--- src/rtl/frame_reader_if.sv ---
// frame_reader bus bundle: image RAM read port and pixel stream.
// master = frame_reader side, slave = RAM model / stream consumer.
interface frame_reader_if;
    logic [7:0] xAddressOut;
    logic [7:0] yAddressOut;
    logic       memWrite;
    logic       memDataIn;
    logic       pixelOut;
    logic [7:0] pixelX;
    logic [7:0] pixelY;
    logic       startOfFrame;
    logic       endOfLine;
    logic       endOfFrame;
    logic       pixelValid;
    logic       pixelReady;

    modport master (
        output xAddressOut, yAddressOut, memWrite,
        output pixelOut, pixelX, pixelY,
        output startOfFrame, endOfLine, endOfFrame,
        output pixelValid,
        input  memDataIn, pixelReady
    );

    modport slave (
        input  xAddressOut, yAddressOut, memWrite,
        input  pixelOut, pixelX, pixelY,
        input  startOfFrame, endOfLine, endOfFrame,
        input  pixelValid,
        output memDataIn, pixelReady
    );
endinterface

--- src/rtl/frame_reader.sv ---
// frame_reader: raster-scans one frame out of a fixed-latency image RAM
// and streams tagged pixels through a small credit-controlled FIFO.
module frame_reader #(
    parameter int IMWIDTH      = 240,
    parameter int IMHEIGHT     = 180,
    parameter int READ_LATENCY = 4,
    parameter int FIFO_DEPTH   = 8
) (
    input  logic clk,
    input  logic reset,
    input  logic start,
    output logic busy,
    output logic done,
    frame_reader_if.master bus
);
    localparam int PW = (FIFO_DEPTH > 1) ? $clog2(FIFO_DEPTH) : 1;
    localparam int CW = $clog2(FIFO_DEPTH + READ_LATENCY + 2) + 1;
    localparam logic [7:0] XMAX = 8'(IMWIDTH - 1);
    localparam logic [7:0] YMAX = 8'(IMHEIGHT - 1);

    typedef enum logic [1:0] {
        IDLE,
        ISSUE,
        DRAIN
    } state_t;

    typedef struct packed {
        logic       v;
        logic [7:0] x;
        logic [7:0] y;
    } tag_t;

    typedef struct packed {
        logic       pix;
        logic [7:0] x;
        logic [7:0] y;
    } entry_t;

    state_t        state;
    logic [7:0]    x;
    logic [7:0]    y;
    logic [7:0]    xAddr;
    logic [7:0]    yAddr;
    logic          issueValid;
    tag_t          tagPipe [READ_LATENCY];
    entry_t        fifoMem [FIFO_DEPTH];
    logic [PW-1:0] wrPtr;
    logic [PW-1:0] rdPtr;
    logic [CW-1:0] fifoCount;
    logic [CW-1:0] inflight;

    logic   canIssue;
    logic   issueNow;
    logic   push;
    logic   pop;
    logic   headValid;
    logic   lastPixel;
    logic   drained;
    entry_t head;

    // Inflight covers the address register plus every tag stage, so
    // inflight + fifoCount is every slot already promised to a read.
    assign canIssue  = (inflight + fifoCount) < CW'(FIFO_DEPTH);
    assign issueNow  = (state == ISSUE) && canIssue;
    assign push      = tagPipe[READ_LATENCY-1].v;
    assign headValid = (fifoCount != '0);
    assign pop       = headValid && bus.pixelReady;
    assign head      = fifoMem[rdPtr];
    assign lastPixel = (x == XMAX) && (y == YMAX);
    assign drained   = (inflight == '0)
                    && ((fifoCount == '0)
                     || ((fifoCount == CW'(1)) && pop));

    // Frame sequencing: scan position, RAM address register, busy/done.
    // The address register keeps the last issued read while stalled.
    always_ff @(posedge clk) begin
        if (reset) begin
            state      <= IDLE;
            x          <= '0;
            y          <= '0;
            xAddr      <= '0;
            yAddr      <= '0;
            issueValid <= 1'b0;
            busy       <= 1'b0;
            done       <= 1'b0;
        end else begin
            done       <= 1'b0;
            issueValid <= issueNow;
            unique case (state)
                IDLE: begin
                    busy <= 1'b0;
                    if (start) begin
                        state <= ISSUE;
                        busy  <= 1'b1;
                        x     <= '0;
                        y     <= '0;
                    end
                end
                ISSUE: begin
                    if (issueNow) begin
                        xAddr <= x;
                        yAddr <= y;
                        if (lastPixel) begin
                            state <= DRAIN;
                        end else if (x == XMAX) begin
                            x <= '0;
                            y <= y + 8'd1;
                        end else begin
                            x <= x + 8'd1;
                        end
                    end
                end
                DRAIN: begin
                    if (drained) begin
                        done  <= 1'b1;
                        state <= IDLE;
                    end
                end
                default: state <= IDLE;
            endcase
        end
    end

    // Tag pipeline: follows each read until its data appears on memDataIn.
    always_ff @(posedge clk) begin
        if (reset) begin
            for (int k = 0; k < READ_LATENCY; k++) begin
                tagPipe[k] <= '0;
            end
        end else begin
            tagPipe[0] <= '{v: issueValid, x: xAddr, y: yAddr};
            for (int k = 1; k < READ_LATENCY; k++) begin
                tagPipe[k] <= tagPipe[k-1];
            end
        end
    end

    // FIFO storage: returning pixel plus its tag.
    always_ff @(posedge clk) begin
        if (push) begin
            fifoMem[wrPtr] <= '{
                pix: bus.memDataIn,
                x:   tagPipe[READ_LATENCY-1].x,
                y:   tagPipe[READ_LATENCY-1].y
            };
        end
    end

    // FIFO pointers and the two credit counters.
    always_ff @(posedge clk) begin
        if (reset) begin
            wrPtr     <= '0;
            rdPtr     <= '0;
            fifoCount <= '0;
            inflight  <= '0;
        end else begin
            if (push) begin
                wrPtr <= wrPtr + PW'(1);
            end
            if (pop) begin
                rdPtr <= rdPtr + PW'(1);
            end
            fifoCount <= fifoCount + CW'(push) - CW'(pop);
            inflight  <= inflight + CW'(issueNow) - CW'(push);
        end
    end

    assign bus.memWrite     = 1'b0;
    assign bus.xAddressOut  = xAddr;
    assign bus.yAddressOut  = yAddr;
    assign bus.pixelValid   = headValid;
    assign bus.pixelOut     = headValid & head.pix;
    assign bus.pixelX       = headValid ? head.x : 8'd0;
    assign bus.pixelY       = headValid ? head.y : 8'd0;
    assign bus.startOfFrame = headValid
                           && (head.x == 8'd0) && (head.y == 8'd0);
    assign bus.endOfLine    = headValid && (head.x == XMAX);
    assign bus.endOfFrame   = headValid
                           && (head.x == XMAX) && (head.y == YMAX);
endmodule
--- src/flat_wrapper.sv ---
// flat-port wrapper written by rule: the top's interface ports become plain ports
module frame_reader_flat 
#(
    parameter int IMWIDTH      = 240,
    parameter int IMHEIGHT     = 180,
    parameter int READ_LATENCY = 4,
    parameter int FIFO_DEPTH   = 8
)
  (clk, reset, start, busy, done, bus_xAddressOut, bus_yAddressOut, bus_memWrite, bus_pixelOut, bus_pixelX, bus_pixelY, bus_startOfFrame, bus_endOfLine, bus_endOfFrame, bus_pixelValid, bus_memDataIn, bus_pixelReady);
  frame_reader_if bus_i ();
  input  logic clk;
  input  logic reset;
  input  logic start;
  output logic busy;
  output logic done;
  output wire logic [$bits(bus_i.xAddressOut)-1:0] bus_xAddressOut;
  output wire logic [$bits(bus_i.yAddressOut)-1:0] bus_yAddressOut;
  output wire logic [$bits(bus_i.memWrite)-1:0] bus_memWrite;
  output wire logic [$bits(bus_i.pixelOut)-1:0] bus_pixelOut;
  output wire logic [$bits(bus_i.pixelX)-1:0] bus_pixelX;
  output wire logic [$bits(bus_i.pixelY)-1:0] bus_pixelY;
  output wire logic [$bits(bus_i.startOfFrame)-1:0] bus_startOfFrame;
  output wire logic [$bits(bus_i.endOfLine)-1:0] bus_endOfLine;
  output wire logic [$bits(bus_i.endOfFrame)-1:0] bus_endOfFrame;
  output wire logic [$bits(bus_i.pixelValid)-1:0] bus_pixelValid;
  input wire logic [$bits(bus_i.memDataIn)-1:0] bus_memDataIn;
  input wire logic [$bits(bus_i.pixelReady)-1:0] bus_pixelReady;
  assign bus_xAddressOut = bus_i.xAddressOut;
  assign bus_yAddressOut = bus_i.yAddressOut;
  assign bus_memWrite = bus_i.memWrite;
  assign bus_pixelOut = bus_i.pixelOut;
  assign bus_pixelX = bus_i.pixelX;
  assign bus_pixelY = bus_i.pixelY;
  assign bus_startOfFrame = bus_i.startOfFrame;
  assign bus_endOfLine = bus_i.endOfLine;
  assign bus_endOfFrame = bus_i.endOfFrame;
  assign bus_pixelValid = bus_i.pixelValid;
  assign bus_i.memDataIn = bus_memDataIn;
  assign bus_i.pixelReady = bus_pixelReady;
  frame_reader #(.IMWIDTH(IMWIDTH), .IMHEIGHT(IMHEIGHT), .READ_LATENCY(READ_LATENCY), .FIFO_DEPTH(FIFO_DEPTH)) u_core (.clk(clk), .reset(reset), .start(start), .busy(busy), .done(done), .bus(bus_i));
endmodule
--- config.mk ---
export PLATFORM = sky130hd
export DESIGN_NAME = frame_reader_flat
export DESIGN_NICKNAME = d
export VERILOG_FILES = /design/src/rtl/frame_reader_if.sv /design/src/rtl/frame_reader.sv /design/src/flat_wrapper.sv
export SDC_FILE = /design/constraint.sdc
export NUM_CORES = 1
export LEC_CHECK = 0
export ABC_CLOCK_PERIOD_IN_PS = 2850
export CAP_MARGIN = 30
export CORE_ASPECT_RATIO = 0.9
export CORE_MARGIN = 2
export CORE_UTILIZATION = 38
export CTS_CLUSTER_SIZE = 10
export DETAILED_ROUTE_END_ITERATION = 10
export PLACE_DENSITY_LB_ADDON = 0.3
export SLEW_MARGIN = 40
export SYNTH_ARGS = -nofsm -noshare
export SYNTH_HDL_FRONTEND = slang
export SYNTH_SLANG_ARGS = --single-unit
--- constraint.sdc ---
create_clock -name clk -period 2.85 [get_ports clk]
set_clock_uncertainty 0.05 [all_clocks]
set_input_delay 0.57 -clock clk [delete_from_list [all_inputs] [get_ports clk]]
set_output_delay 0.57 -clock clk [all_outputs]
set_load 0.05 [all_outputs]
Word level (Yosys, flattened, before mapping)
Memories as Yosys holds them, arrays and structs flattened. A register that Yosys moved wholly into a read port is not among the register bits.
Cells that the tools add are included.
{"block": "word_totals", "ff_bits": 53, "ram_bits": 204, "inputBits": 5, "elab_cells": 94, "n_memories": 2}
{"name": "u_core.fifoMem", "depth": 8, "width": 17, "read_ports": 1, "rd_clocked_by_memory_dff": 1, "wr": 1, "line_no": "frame_reader.sv:46", "text": "entry_t fifoMem [FIFO_DEPTH];"}
{"name": "u_core.tagPipe", "depth": 4, "width": 17, "read_ports": 4, "rd_clocked_by_memory_dff": 0, "wr": 4, "line_no": "frame_reader.sv:45", "text": "tag_t tagPipe [READ_LATENCY];"}
{"block": "op_classes", "add_sub_neg": 9, "magnitude_cmp": 1, "eq_ne": 13, "mux": 29, "bitwise_logic": 6, "n_reduce_logical": 22}
{"operator": "$mux 8", "count": 9}
{"operator": "$mux 17", "count": 4}
{"operator": "$eq 8x8->1 const B", "count": 4}
{"operator": "$pmux 8 s2", "count": 2}
{"operator": "$add 8x1->8 const B", "count": 2}
{"operator": "$logic_not 8->1", "count": 2}
{"operator": "$add 5x1->5", "count": 2}
{"operator": "$logic_not 5->1", "count": 2}
{"operator": "$sub 5x1->5", "count": 2}
{"operator": "$logic_and 1x1->1", "count": 9}
{"operator": "$mux 2", "count": 4}
{"operator": "$reduce_and 4->1", "count": 2}
{"operator": "$mux 1", "count": 7}
{"operator": "$add 3x1->3 const B", "count": 2}
{"operator": "$mux 3", "count": 2}
{"operator": "$ne 2x1->1 const B", "count": 3}
{"operator": "$ne 2x2->1 const B", "count": 3}
{"operator": "$pmux 2 s3", "count": 1}
{"operator": "$add 5x5->5", "count": 1}
{"operator": "$eq 5x1->1 const B", "count": 1}
{"operator": "$lt 5x4->1 const B", "count": 1}
{"operator": "$reduce_and 5->1", "count": 1}
{"operator": "$reduce_bool 5->1", "count": 1}
{"operator": "$or 1x1->1", "count": 4}
{"operator": "9 further kinds", "count": 9}

Logic depth before layout (Yosys ltp)
Gate-level depths: netlist (run 1).
{"block": "depth", "word_depth": 7, "depth_mapped": 13, "ltp_nobuf": 12}

Worst setup path before layout (run 1)
Ideal clock, no wire load.
{"block": "synth_path", "path_type": "reg-to-output", "start": "register with a tool-made name", "end": "output port bus_endOfFrame", "arrival_ns": 2.955, "slack_ns": -0.725, "stages_incl_launch_ff": 9, "n_path_buf": 3, "cell_sequence": "dfxtp_1 > buf_6 > buf_6 > buf_2 > mux4_2 > mux2i_1 > nor2_1 > and4_1 > and3_1"}
{"item": "to (decl)", "line_no": "flat_wrapper.sv:24", "text": "output wire logic [$bits(bus_i.endOfFrame)-1:0] bus_endOfFrame;"}

==> flow_metrics.tcl, run 1 <==
set metrics [dict create \
    ir_drop_mv 0.471 \
    worstPathMaxFanout 7 \
    yosys.area.top_type_share_pct 41.0 \
    vias_per_cell 4.86 \
    cp_cell_sequence "mux4_2 -> mux2_4 -> or4_4 -> nor4_4 -> buf_12" \
    power_frac_clock_pct 34.9 \
    yosys-top-cells-area "edfxtp_1, dfxtp_1, mux4_2" \
    worstHoldPathType "reg2reg" \
    tightest_slew_ns 0.693 \
    slew_headroom_pct 53.6 \
    period_minus_slack_ns 3.30 \
    clockBufferDepth 3 \
    coreArea_mm2 0.0259 \
    setup_violations 5 \
    crit_required_ns 2.23 \
    p_leak_nw 4.53 \
    diodes 0 \
    status "complete, but fails checks" \
    cts_buffers 30 \
    cts.sinks 260 \
    fin_nets 844 \
    violations "setup timing" \
    ctsHoldBuffers 0 \
    report.final.slew_viol_count 0 \
    powerDensity_mw_per_mm2 777 \
    ant_nets 0 \
    worst_hold_slack_ns 0.371 \
    floorplan.initialDensity_pct 38.4 \
    sw_frac_of_total_pct 27.1 \
    cts-root-buf "clkbuf_16" \
    first_iter_violations 341 \
    synth_fp_nets 748 \
    fmax_mhz 303 \
    setup_slack_ns -0.454 \
    synth.most_common_cell "edfxtp_1" \
    grt.total_usage_pct 14.2 \
    ys.flop_type "edfxtp_1" \
    start_kind "flop" \
    vias 5767 \
    fin_crit_sh_pct 116 \
    post-route-drc-count 0 \
    syn_area_mm2 0.00997 \
    syn_to_final_growth_pct 23.5 \
    syn_avg_cell_area_um2 13.8 \
    ys_seq_area_share_pct 65.9 \
    end_kind "output pin" \
    crit_buf_inv 1 \
    grt_max_degree 59 \
    path_class "reg2out" \
    firstDrtPassIters 5 \
    async_reset_ff_share_pct 0 \
    hold_viol_final 0 \
    max_stage_delay_ns 0.53 \
    rsz0062_at_grt "true" \
    ys_top_cells_by_count "edfxtp_1, dfxtp_1, nor2b_1" \
    internal_power_mw 6.97 \
    die_h_um 158 \
    synthCells 722 \
    grt_pass1_vias 5714 \
    ios 45 \
    critPathArrivalTime_ns 2.68 \
    cts_tree "done" \
    crit_family "multiplexers" \
    combPwrFrac_pct 22.1 \
    wl_mm 19.3 \
    antenna_found_initial 0 \
    drive_gt1_share_pct 22.8 \
    maxCapViolCount 0 \
    dp_hpwl_mm 12.3 \
    ys.warnings.count 0 \
    fill_cells 2294 \
    clk_pin_slew_worst_paths_ns 0.05 \
    gp_congestion 0.804 \
    grt_overflow 0 \
    die_w_um 175 \
    yosysUniqueCellTypes 52 \
    grt_pass1_wl_mm 30.8 \
    ctsHtreeMaxLevel 1 \
    row_count 56 \
    synth_edf_count 136 \
    ys_seq_elements 260 \
    clk_latency_ns 0.54 \
    routedWlPerCell_um 16.3 \
    netSwitchingPower_mw 2.60 \
    seqPwrFrac_pct 43.1 \
    synth_area_leader_cell "edfxtp_1" \
    dieArea_mm2 0.0275 \
    utilization_pct 47.5 \
    portBuffers 43 \
    cp_slowest_cell "or4_4" \
]
[per-stage QoR]
step / TNS [ns] / instance area, um2 / power (mW) / setup WS [ns] / cells
floorplan: -0.167 / 10000 / 5.51 / -0.116 / 722
global placement: 0 / 11100 / 6.02 / 0.0174 / 1123
global route: -2.21 / 12300 / 10.0 / -0.575 / 1187
detailed placement: -0.0189 / 11100 / 6.04 / -0.0137 / 1123
CTS: -1.49 / 12100 / 9.51 / -0.481 / 1181
finish: -1.28 / 12300 / 9.57 / -0.454 / 1187
[placed cells by master (no fill, tap or decap), types with 7 or more instances in the layout]
master           count
a21oi_1             26
buf_12               8
buf_4               45
buf_6               19
clkbuf_1            20
clkbuf_16           33
clkdlybuf4s50_1     21
dfxtp_1            119
edfxtp_1           136
ha_1                16
inv_1               23
mux2i_1             12
mux4_2              33
nand2_1             44
nand2b_1             9
nand3_1             24
nand4_1              8
nor2_1              43
nor2b_1             74
o211ai_1            11
o21ai_0              7
[per-layer routing]
| metal | up-vias | GRT usage, % | wire length (um) |
|---|---|---|---|
| met5 | - | 0 | 0 |
| met4 | 0 | 3.73 | 381 |
| met3 | 30 | 2.40 | 943 |
| met2 | 121 | 22.5 | 8600 |
| met1 | 2806 | 20.2 | 9420 |
| li1 | 2810 | - | - |
[registers in the layout, indices dropped and copies added, names as in the netlist, named ones only]
register	count
u_core.fifoMem	136
u_core.tagPipe	68
u_core.bus.xAddressOut	8
u_core.bus.yAddressOut	8
u_core.x	8
u_core.y	8
u_core.fifoCount	5
u_core.inflight	5
u_core.rdPtr	3
u_core.wrPtr	3
u_core.state	2
u_core.busy	1
u_core.done	1
u_core.issueValid	1
[power groups by stage]
stage	Clock [mW]	Combinational (mW)	Sequential, mW
after floorplan	0	1.37	4.14
after global placement	0	1.84	4.18
after detailed placement	0	1.85	4.18
after CTS	3.43	1.97	4.11
after global routing	3.59	2.31	4.14
final	3.34	2.11	4.12
[path summary, 6_finish.rpt]
kind	from	end	slack, ns	cells past startpoint
worst max-delay path	flop	bus_startOfFrame	-0.45	5
worst min-delay path	u_core.tagPipe[0][18]	u_core.tagPipe[0][35]	0.37	1
worst max register to register	u_core.fifoCount[2]	u_core.inflight[4]	0.13	11
worst min register to register	u_core.tagPipe[0][18]	u_core.tagPipe[0][35]	0.37	1
[logic make-up after synthesis]
| kind of cell | count (synthesis) | share of synthesized area [%] |
|---|---|---|
| other | 1 | 0.0376 |
| adders and majority gates | 21 | 2.79 |
| muxes | 55 | 9.98 |
| DFF | 260 | 65.9 |
| buffers and inverters | 60 | 2.95 |
| AOI/OAI and AO/OA | 63 | 3.94 |
| and+or+nand+nor | 252 | 13.5 |
| xor gates and xnor gates | 10 | 0.879 |
[final cells by class]
class                           count  area, um2  share of cell area (%)
Tap cell                          348        435                    3.54
Sequential cell                   260       6580                    53.4
Inverter                           25       96.3                   0.782
Clock buffer                       51        840                    6.82
Multi-Input combinational cell    402       3300                    26.8
Clock inverter                      2       21.3                   0.173
Timing Repair Buffer               99       1040                    8.46
[timing repair]
item	in CTS	in global routing
gates resized for setup	28	44
pin swaps	0	4
cloned	0	1
setup buffers	5	7
setup endpoints to repair	16	18
Note: power is estimated with default switching activity, not from simulation.
==> run 2: changes to the inputs <==
--- a/config.mk
+++ b/config.mk
@@ -8,7 +8,6 @@
 export ABC_CLOCK_PERIOD_IN_PS = 2850
 export CAP_MARGIN = 30
 export CORE_ASPECT_RATIO = 0.9
-export CORE_MARGIN = 2
 export CORE_UTILIZATION = 38
 export CTS_CLUSTER_SIZE = 10
 export DETAILED_ROUTE_END_ITERATION = 10
==> run 2 against run 1 <==
  * The flow still finishes with violations (setup timing)
  * Register-to-register slack worse by 0.03 ns
  * Non-clock buffer count up 7
  * Cell area unchanged
  * Routed wire length up 2.2%
  * Clock-buffer cell count down 2
  * Via count up 1.3%
  * Global-route usage up 0.61 points
  * Combinational power about the same
  * Fmax down 0.73%
  * Critical path type unchanged
  * Largest cell class unchanged
==> flow_metrics.tcl, run 2 (synthesis gave the netlist of run 1 again) <==
set metrics [dict create \
    grt_max_degree 72 \
    end_kind "output pin" \
    cp_slowest_cell "mux4_2" \
    ir_drop_mv 0.456 \
    floorplan.initialDensity_pct 39.1 \
    worstHoldPathType "reg2reg" \
    layout.cells.non_filler 1187 \
    maxCapViolCount 0 \
    dp_hpwl_mm 12.4 \
    setup_violations 8 \
    cp_cell_sequence "buf_12 -> mux4_2 -> nor2_2 -> a21oi_2 -> or4_4 -> nor4_4 -> buf_12" \
    rsz0062_at_grt "true" \
    cts_buffers 30 \
    grt_overflow 0 \
    clk_latency_ns 0.55 \
    crit_buf_inv 2 \
    drive_gt1_share_pct 23.5 \
    vias_per_cell 4.92 \
    report.final.slew_viol_count 0 \
    sw_frac_of_total_pct 27.1 \
    tns_ns -1.43 \
    internal_power_mw 6.99 \
    met2_usage_pct 23.6 \
    cts.sinks 260 \
    final_cell_mix "edfxtp_1, dfxtp_1, nor2b_1, buf_4" \
    clockBufferDepth 3 \
    slew_headroom_pct 51.3 \
    ctsHtreeMaxLevel 1 \
    start_kind "flop" \
    path_class "reg2out" \
    setup_slack_ns -0.478 \
    critPathArrivalTime_ns 2.71 \
    tightest_slew_ns 0.730 \
    cts-root-buf "clkbuf_16" \
    firstDrtPassIters 5 \
    netSwitchingPower_mw 2.60 \
    worstPathMaxFanout 6 \
    top_usage_layer "met2" \
    cpMostUsedCell "buf_12" \
    clk_pin_slew_worst_paths_ns 0.06 \
    post-route-drc-count 0 \
    ios 45 \
    fin_crit_sh_pct 117 \
    portBuffers 43 \
    row_count 55 \
    vias 5843 \
    combPwrFrac_pct 21.9 \
    gp_congestion 0.827 \
    syn_to_final_growth_pct 23.5 \
    hold_viol_final 0 \
    grt.total_usage_pct 14.8 \
    coreArea_mm2 0.0255 \
    largestRegisters "u_core.fifoMem: 136 flops, u_core.tagPipe: 68 flops" \
    p_leak_nw 4.53 \
    placed_cells 1121 \
    grt_pass1_vias 5820 \
    first_iter_violations 360 \
    ant_nets 0 \
    crit_required_ns 2.23 \
    dieArea_mm2 0.0269 \
    worst_hold_slack_ns 0.371 \
    status "complete, but fails checks" \
    met3_usage_pct 3.19 \
    antenna_found_initial 0 \
    violations "setup timing" \
    die_h_um 156 \
    power_mw 9.58 \
    power_frac_clock_pct 35.2 \
    crit_family "simple AND/OR/NAND/NOR gates" \
    wl_mm 19.8 \
    routedWlPerCell_um 16.6 \
    grt_use_met1_pct 20.3 \
    pre_cts_slack_ns -0.0397 \
    max_stage_delay_ns 0.55 \
    powerDensity_mw_per_mm2 778 \
    largest_register_ffs 136 \
    die_w_um 173 \
    cts_tree "done" \
    layout_commonest_cell "edfxtp_1" \
    grt_pass1_wl_mm 31.4 \
    fin_nets 851 \
    seqPwrFrac_pct 43.0 \
    fmax_mhz 300 \
    period_minus_slack_ns 3.33 \
    regMostFlops "u_core.fifoMem" \
]
==> run 2: routing by layer <==
metal,up-vias,wire length (um)
li1,2829,-
met1,2841,9280
met3,31,1170
met5,-,0
met2,142,8930
met4,0,384
==> run 2: path summary, 6_finish.rpt <==
| path | from | end | slack (ns) | depth (start not counted) |
|---|---|---|---|---|
| setup / recovery | flop | bus_startOfFrame | -0.48 | 7 |
| hold / removal | u_core.tagPipe[0][18] | u_core.tagPipe[0][35] | 0.37 | 1 |
| setup reg to reg | u_core.inflight[1] | u_core.inflight[4] | 0.10 | 11 |
| hold reg to reg | u_core.tagPipe[0][18] | u_core.tagPipe[0][35] | 0.37 | 1 |
==> run 2: through the flow <==
stage                     area (um2)  utilization, %
final                          12300            48.4
after global routing           12300            48.3
after CTS                      12100            47.6
after detailed placement       11100            43.5
after global placement         11100            43.5
after floorplan                10000               -
==> run 2: cell type report <==
| type | instances | area (um2) |
|---|---|---|
| diodes | 1 | 2.50 |
| clock buffers | 49 | 843 |
| clock inverters | 2 | 21.3 |
| fillers | 2227 | 13100 |
| inverters | 25 | 96.3 |
| multi-input cells | 402 | 3290 |
| flip-flops and latches | 260 | 6580 |
| well taps | 342 | 428 |
| repair buffers | 106 | 1050 |
==> run 2: repair_timing <==
action                                  4_1_cts  5_1_grt
cloned                                        0        1
setup buffers                                10        8
endpoints found under the setup margin       15       21
hold buffers                                  0        0
resized for setup                            35       39
pin swaps                                     3        9
==> run 2: power groups by stage <==
stage | Combinational (mW) | Sequential (mW) | Clock [mW]
detailed placement | 1.87 | 4.17 | 0
global placement | 1.85 | 4.17 | 0
floorplan | 1.37 | 4.14 | 0
finish | 2.10 | 4.12 | 3.37
CTS | 2.00 | 4.10 | 3.45
global route | 2.28 | 4.13 | 3.61
